**src/rtl/byte_stream_mem_writer.sv**
```systemverilog
// byte_stream_mem_writer
// Avalon-MM write initiator that packs a byte stream little-endian into
// 32-bit words and writes them to on-chip RAM, one word per transfer.
// Each command gives a base word address and a byte length. The last
// partial word is written with only its filled lanes enabled.
//
// Handshake semantics (cmd_* and in_*): a beat transfers on a rising edge
// where valid and ready are both high. Once valid is raised, the source
// holds it and the payload steady until that edge. ready is registered
// here, so it never depends on valid in the same cycle.
//
// Bus side: chipselect and write rise together for one transfer. The
// transfer ends on the first edge where waitrequest is low. Until then,
// address, byteenable and writedata stay steady.

module byte_stream_mem_writer #(
  parameter int ADDR_W    = 15,
  parameter int LEN_W     = 16,
  parameter int MEM_WORDS = 17740
) (
  input  logic              clk,
  input  logic              reset,

  // command channel
  input  logic              cmd_valid,
  output logic              cmd_ready,
  input  logic [ADDR_W-1:0] cmd_base,
  input  logic [LEN_W-1:0]  cmd_len,

  // byte stream channel
  input  logic              in_valid,
  output logic              in_ready,
  input  logic [7:0]        in_data,

  // Avalon-MM write master
  output logic [ADDR_W-1:0] address,
  output logic [3:0]        byteenable,
  output logic              chipselect,
  output logic              write,
  output logic [31:0]       writedata,
  input  logic              waitrequest,

  // status
  output logic              busy,
  output logic              done,

  // current FSM state, exposed for checkers (0 IDLE, 1 FILL, 2 WRITE, 3 DONE)
  output logic [1:0]        fsm_state
);

  typedef enum logic [1:0] {
    S_IDLE  = 2'd0,
    S_FILL  = 2'd1,
    S_WRITE = 2'd2,
    S_DONE  = 2'd3
  } state_t;

  // Last valid word address. The RAM is not a power of two deep, so the
  // wrap point has to be compared explicitly.
  localparam logic [ADDR_W-1:0] LAST_ADDR = ADDR_W'(MEM_WORDS - 1);

  state_t            state;
  logic [1:0]        lane_cnt;   // next byte lane to fill in the current word
  logic [LEN_W-1:0]  remaining;  // bytes of the command not yet accepted

  // Fired-handshake terms. They are used only inside the state they belong to.
  logic cmd_fire;
  logic in_fire;
  logic word_full;
  logic last_byte;

  assign cmd_fire  = cmd_valid && cmd_ready;
  assign in_fire   = in_valid && in_ready;
  assign word_full = (lane_cnt == 2'd3);
  assign last_byte = (remaining == LEN_W'(1));

  assign fsm_state = state;

  // Main controller. It holds the state, the counters and all registered outputs.
  always_ff @(posedge clk) begin
    if (reset) begin
      state      <= S_IDLE;
      cmd_ready  <= 1'b1;
      in_ready   <= 1'b0;
      chipselect <= 1'b0;
      write      <= 1'b0;
      done       <= 1'b0;
      busy       <= 1'b0;
      address    <= '0;
      byteenable <= 4'b0000;
      writedata  <= 32'h0000_0000;
      lane_cnt   <= 2'd0;
      remaining  <= '0;
    end else begin
      case (state)
        // Wait for a command. A zero-length command skips the bus entirely
        // and goes straight to the completion pulse.
        S_IDLE: begin
          if (cmd_fire) begin
            address    <= cmd_base;
            remaining  <= cmd_len;
            lane_cnt   <= 2'd0;
            byteenable <= 4'b0000;
            writedata  <= 32'h0000_0000;
            cmd_ready  <= 1'b0;
            busy       <= 1'b1;
            if (cmd_len == '0) begin
              state <= S_DONE;
              done  <= 1'b1;
            end else begin
              state    <= S_FILL;
              in_ready <= 1'b1;
            end
          end
        end

        // Collect bytes into lanes, lowest lane first. A word is sent either
        // when lane 3 is filled or when the command runs out of bytes.
        S_FILL: begin
          if (in_fire) begin
            writedata[{lane_cnt, 3'b000} +: 8] <= in_data;
            byteenable[lane_cnt]               <= 1'b1;
            remaining                          <= remaining - LEN_W'(1);
            lane_cnt                           <= lane_cnt + 2'd1;
            if (word_full || last_byte) begin
              state      <= S_WRITE;
              in_ready   <= 1'b0;
              chipselect <= 1'b1;
              write      <= 1'b1;
            end
          end
        end

        // Present one write until the slave drops waitrequest. Then move
        // to the next word and clear the packing registers.
        S_WRITE: begin
          if (!waitrequest) begin
            chipselect <= 1'b0;
            write      <= 1'b0;
            byteenable <= 4'b0000;
            writedata  <= 32'h0000_0000;
            lane_cnt   <= 2'd0;
            address    <= (address == LAST_ADDR) ? '0 : address + ADDR_W'(1);
            if (remaining == '0) begin
              state <= S_DONE;
              done  <= 1'b1;
            end else begin
              state    <= S_FILL;
              in_ready <= 1'b1;
            end
          end
        end

        // One-cycle completion pulse. busy is still high in this cycle.
        S_DONE: begin
          state     <= S_IDLE;
          done      <= 1'b0;
          busy      <= 1'b0;
          cmd_ready <= 1'b1;
        end

        default: begin
          state      <= S_IDLE;
          cmd_ready  <= 1'b1;
          in_ready   <= 1'b0;
          chipselect <= 1'b0;
          write      <= 1'b0;
          done       <= 1'b0;
          busy       <= 1'b0;
        end
      endcase
    end
  end

endmodule
```
**config.mk**
```make
export PLATFORM = sky130hd
export DESIGN_NAME = byte_stream_mem_writer
export DESIGN_NICKNAME = d
export VERILOG_FILES = /design/src/rtl/byte_stream_mem_writer.sv
export SDC_FILE = /design/constraint.sdc
export NUM_CORES = 1
export LEC_CHECK = 0
export CAP_MARGIN = 10
export CELL_PAD_IN_SITES_DETAIL_PLACEMENT = 0
export CELL_PAD_IN_SITES_GLOBAL_PLACEMENT = 1
export CORE_MARGIN = 10
export CORE_UTILIZATION = 38
export CTS_CLUSTER_SIZE = 30
export DETAILED_ROUTE_END_ITERATION = 8
export PLACE_DENSITY = 0.9
export SKIP_LAST_GASP = 1
export SLEW_MARGIN = 20
export SYNTH_ARGS = -nofsm -noshare
export SYNTH_HDL_FRONTEND = slang
export SYNTH_SLANG_ARGS = --single-unit
```
**constraint.sdc**
```tcl
create_clock -name clk -period 5.9 [get_ports clk]
set_input_delay 0.59 -clock clk [delete_from_list [all_inputs] [get_ports clk]]
set_output_delay 0.59 -clock clk [all_outputs]
set_load 0.02 [all_outputs]
```
==> results.ini <==
[status]
outcome=completed

[drt]
number_of_search_and_repair_iterations_in_the_first_detailed_routing_pass=5
dr_drc_count=0
via_total_after_detailed_routing=4052
vias_per_cell=5.74
wire_per_inst_um=17.8
detailedRoute.firstIterationViolations=375
number_of_nets_with_antenna_violations_after_routing=0
drt-total-wl_um=12600

[timing]
rsz0062_at_grt=false
timing.hold.ws_ns=0.457
worst_clock_skew_ns=0.0102
max_slew_margin_pct=29.5
setup_viol=0
finalWorstSetupSlack_ns=3.30
worst-slew-pin-transition_ns=1.06
period_needed_ns=2.60
fin_tns_setup_ns=0
fraction_of_the_cycle_the_final_worst_path_needs_pct=44.0
timing.fmax_mhz=385
final_max_slew_viol_count=0
final_hold_violation_count=0

[critical_path]
worst_ep_arrival_time_ns=2.88
critical_path.reg2reg.startpoint=fsm_state[0]
critPathLaunchType=register
worstPathRequired_ns=6.19
startpoint=fsm_state[0]
critical_path.max_fanout=23
sort_of_element_at_the_end_of_the_critical_path=register
crit_type=register to register

[synth]
post_synth_instance_area_um2=3810
synthesized_net_count=531
seq_area_frac_synth_pct=39.9
synth_area_per_cell_um2=7.93
postSynthRegisterBits=76
synthTopCellsByArea=dfxtp_1, a21oi_1, nand2_1
netlist.area_leader.share_pct=39.9
synth_top_cell_by_area=dfxtp_1
ys_dominant_reg_cell=dfxtp_1
netlist-cell-type-count=60
yosysWarningCount=0
syn-instance-count=480
count_of_flip_flops_with_a_built_in_enable_after_synthesis=0
ys_async_sr_fraction_pct=0

[placement]
globalplace.congestion=0.859
post-dp-hpwl_um=9140
place_area_um2=4910
placement.io_buffers=102
place_ws_ns=3.03
placed_cells_incl_taps=690

[global_routing]
track_usage_pct=16.9
wire_length_of_the_first_global_routing_pass_um=20300
groute.layer.met2.usage_pct=27.2
use_met1_pct=21.9
grt_antenna_before_repair=0
grt.busiest_layer=met2
grt_start_max_net_pins=63
first_global_vias=3934
use_met3_pct=4.59
grt_remaining_overflow=0

[power_and_ir_drop]
power.density_nw_per_um2=375
p_total_mw=1.92
vdd.ir_drop.worst_v=0.000229
sw_frac_of_total_pct=42.2
power.internal_mw=1.11
power_frac_comb_pct=42.4
clock_power_share_pct=22.0
leakagePower_nw=1.73
switching_power_uw=813
power_share_of_the_sequential_group_pct=35.6

[floorplan]
coreArea_um2=9770
floorplan.rows=36
die_y_um=120
floorplan.io_pins=103
die_width_um=120
initial_core_util_pct=39.0
design.die.area_um2=14400

[cells_and_area]
syn_to_final_growth_pct=34.6
final_design_area_no_fill_um2=5130
mostFrequentLayoutCells=clkdlybuf4s50_1, dfxtp_1, a21oi_1, nand2_1, nand3_1
mostFrequentLayoutCell=clkdlybuf4s50_1
nNetsFinal=619
layoutNonFillerInstCount=706
final_util_pct=52.4
diodes_inserted=0
layout-drive-gt1-share_pct=6.63

[clock_network]
cts_resized=0
cts_buffers=9
clock_latency_ns=0.35
htreeDepth=3
tritoncts_num_sinks=76
setup_fix_bufs_post_cts=0
clkSlewWorstSetupHoldPaths_ns=0.09
tritoncts=built
postCtsHoldBufs=0
cts.path.max_buffers=2
root_driver=clkbuf_8

[job]
max_cap_viol_count=0

[hold_path]
hold_path_startpoint=writedata[27]
worst_hold_path_type=register to register

## registers in the layout, indices dropped and copies added (netlist names), 2 cells and up
signal and count:
address 15, byteenable 4, fsm_state 2, lane_cnt 2, remaining 16, writedata 32
## area by class of cell
cell class / instances / area [um^2]
multi-input combinational: 358 / 2110
inverter: 15 / 56.3
clock inverter: 7 / 82.6
tap: 133 / 166
timing repair buffer: 108 / 1060
sequential: 76 / 1520
fill: 950 / 4650
clock buffer: 9 / 124
## power groups by stage
stage	Combinational, mW	Clock [mW]	Sequential (mW)
floorplan	0.515	0	0.717
global placement	0.796	0	0.691
detailed placement	0.808	0	0.694
CTS	0.811	0.430	0.683
global route	0.898	0.451	0.699
finish	0.815	0.423	0.686
## synthesized netlist by cell type, types with 2 or more instances
cell type,count
o32ai_1,4
nand3_1,38
a21oi_1,60
or4_1,5
and2_1,2
nand4_1,5
ha_1,7
nand4b_1,2
a311oi_1,3
and4_1,2
a22oi_1,5
a2bb2oi_1,2
mux2i_1,2
nor3b_1,2
a32oi_1,4
inv_1,14
nor4_1,10
o31ai_1,3
clkbuf_1,28
o21a_1,3
nand2_1,54
a31oi_1,10
a211oi_1,6
a221oi_1,5
o21ai_0,29
o22ai_1,3
and3_1,8
dfxtp_1,76
nor3_1,11
a22o_1,11
nand3b_1,2
or3_1,2
nor2b_1,2
nor2_1,33
nand2b_1,2
## worst paths after layout
path	endpoint	slack, ns	depth (start not counted)
worst max-delay path	writedata[4]	3.30	5
worst min-delay path	writedata[27]	0.46	2
worst max register to register	writedata[4]	3.30	5
worst min register to register	writedata[27]	0.46	2
## cell families after synthesis
family	Yosys count	synth area share, %
AO/OA/AOI/OAI	157	25.9
buffers and inverters	46	4.86
AND/OR/NAND/NOR	191	26.1
flip-flops	76	39.9
adder cells (fa/ha/maj)	7	2.30
multiplexers	3	0.821
## per-layer routing
layer  up-vias  wire length [um]
li1       1982                 -
met1      1909              5700
met2       151              5960
met3        10               832
met4         0               103
met5         -                 0
## worst max-delay path: stages, from the launching register on
cell and delay [ns]:
dfxtp_1 0.60, nand2b_1 0.72, o21ai_1 0.28, a31oi_1 0.66, nand2_1 0.11, a21oi_1 0.16
No activity file was read; power rests on OpenSTA's default activity.
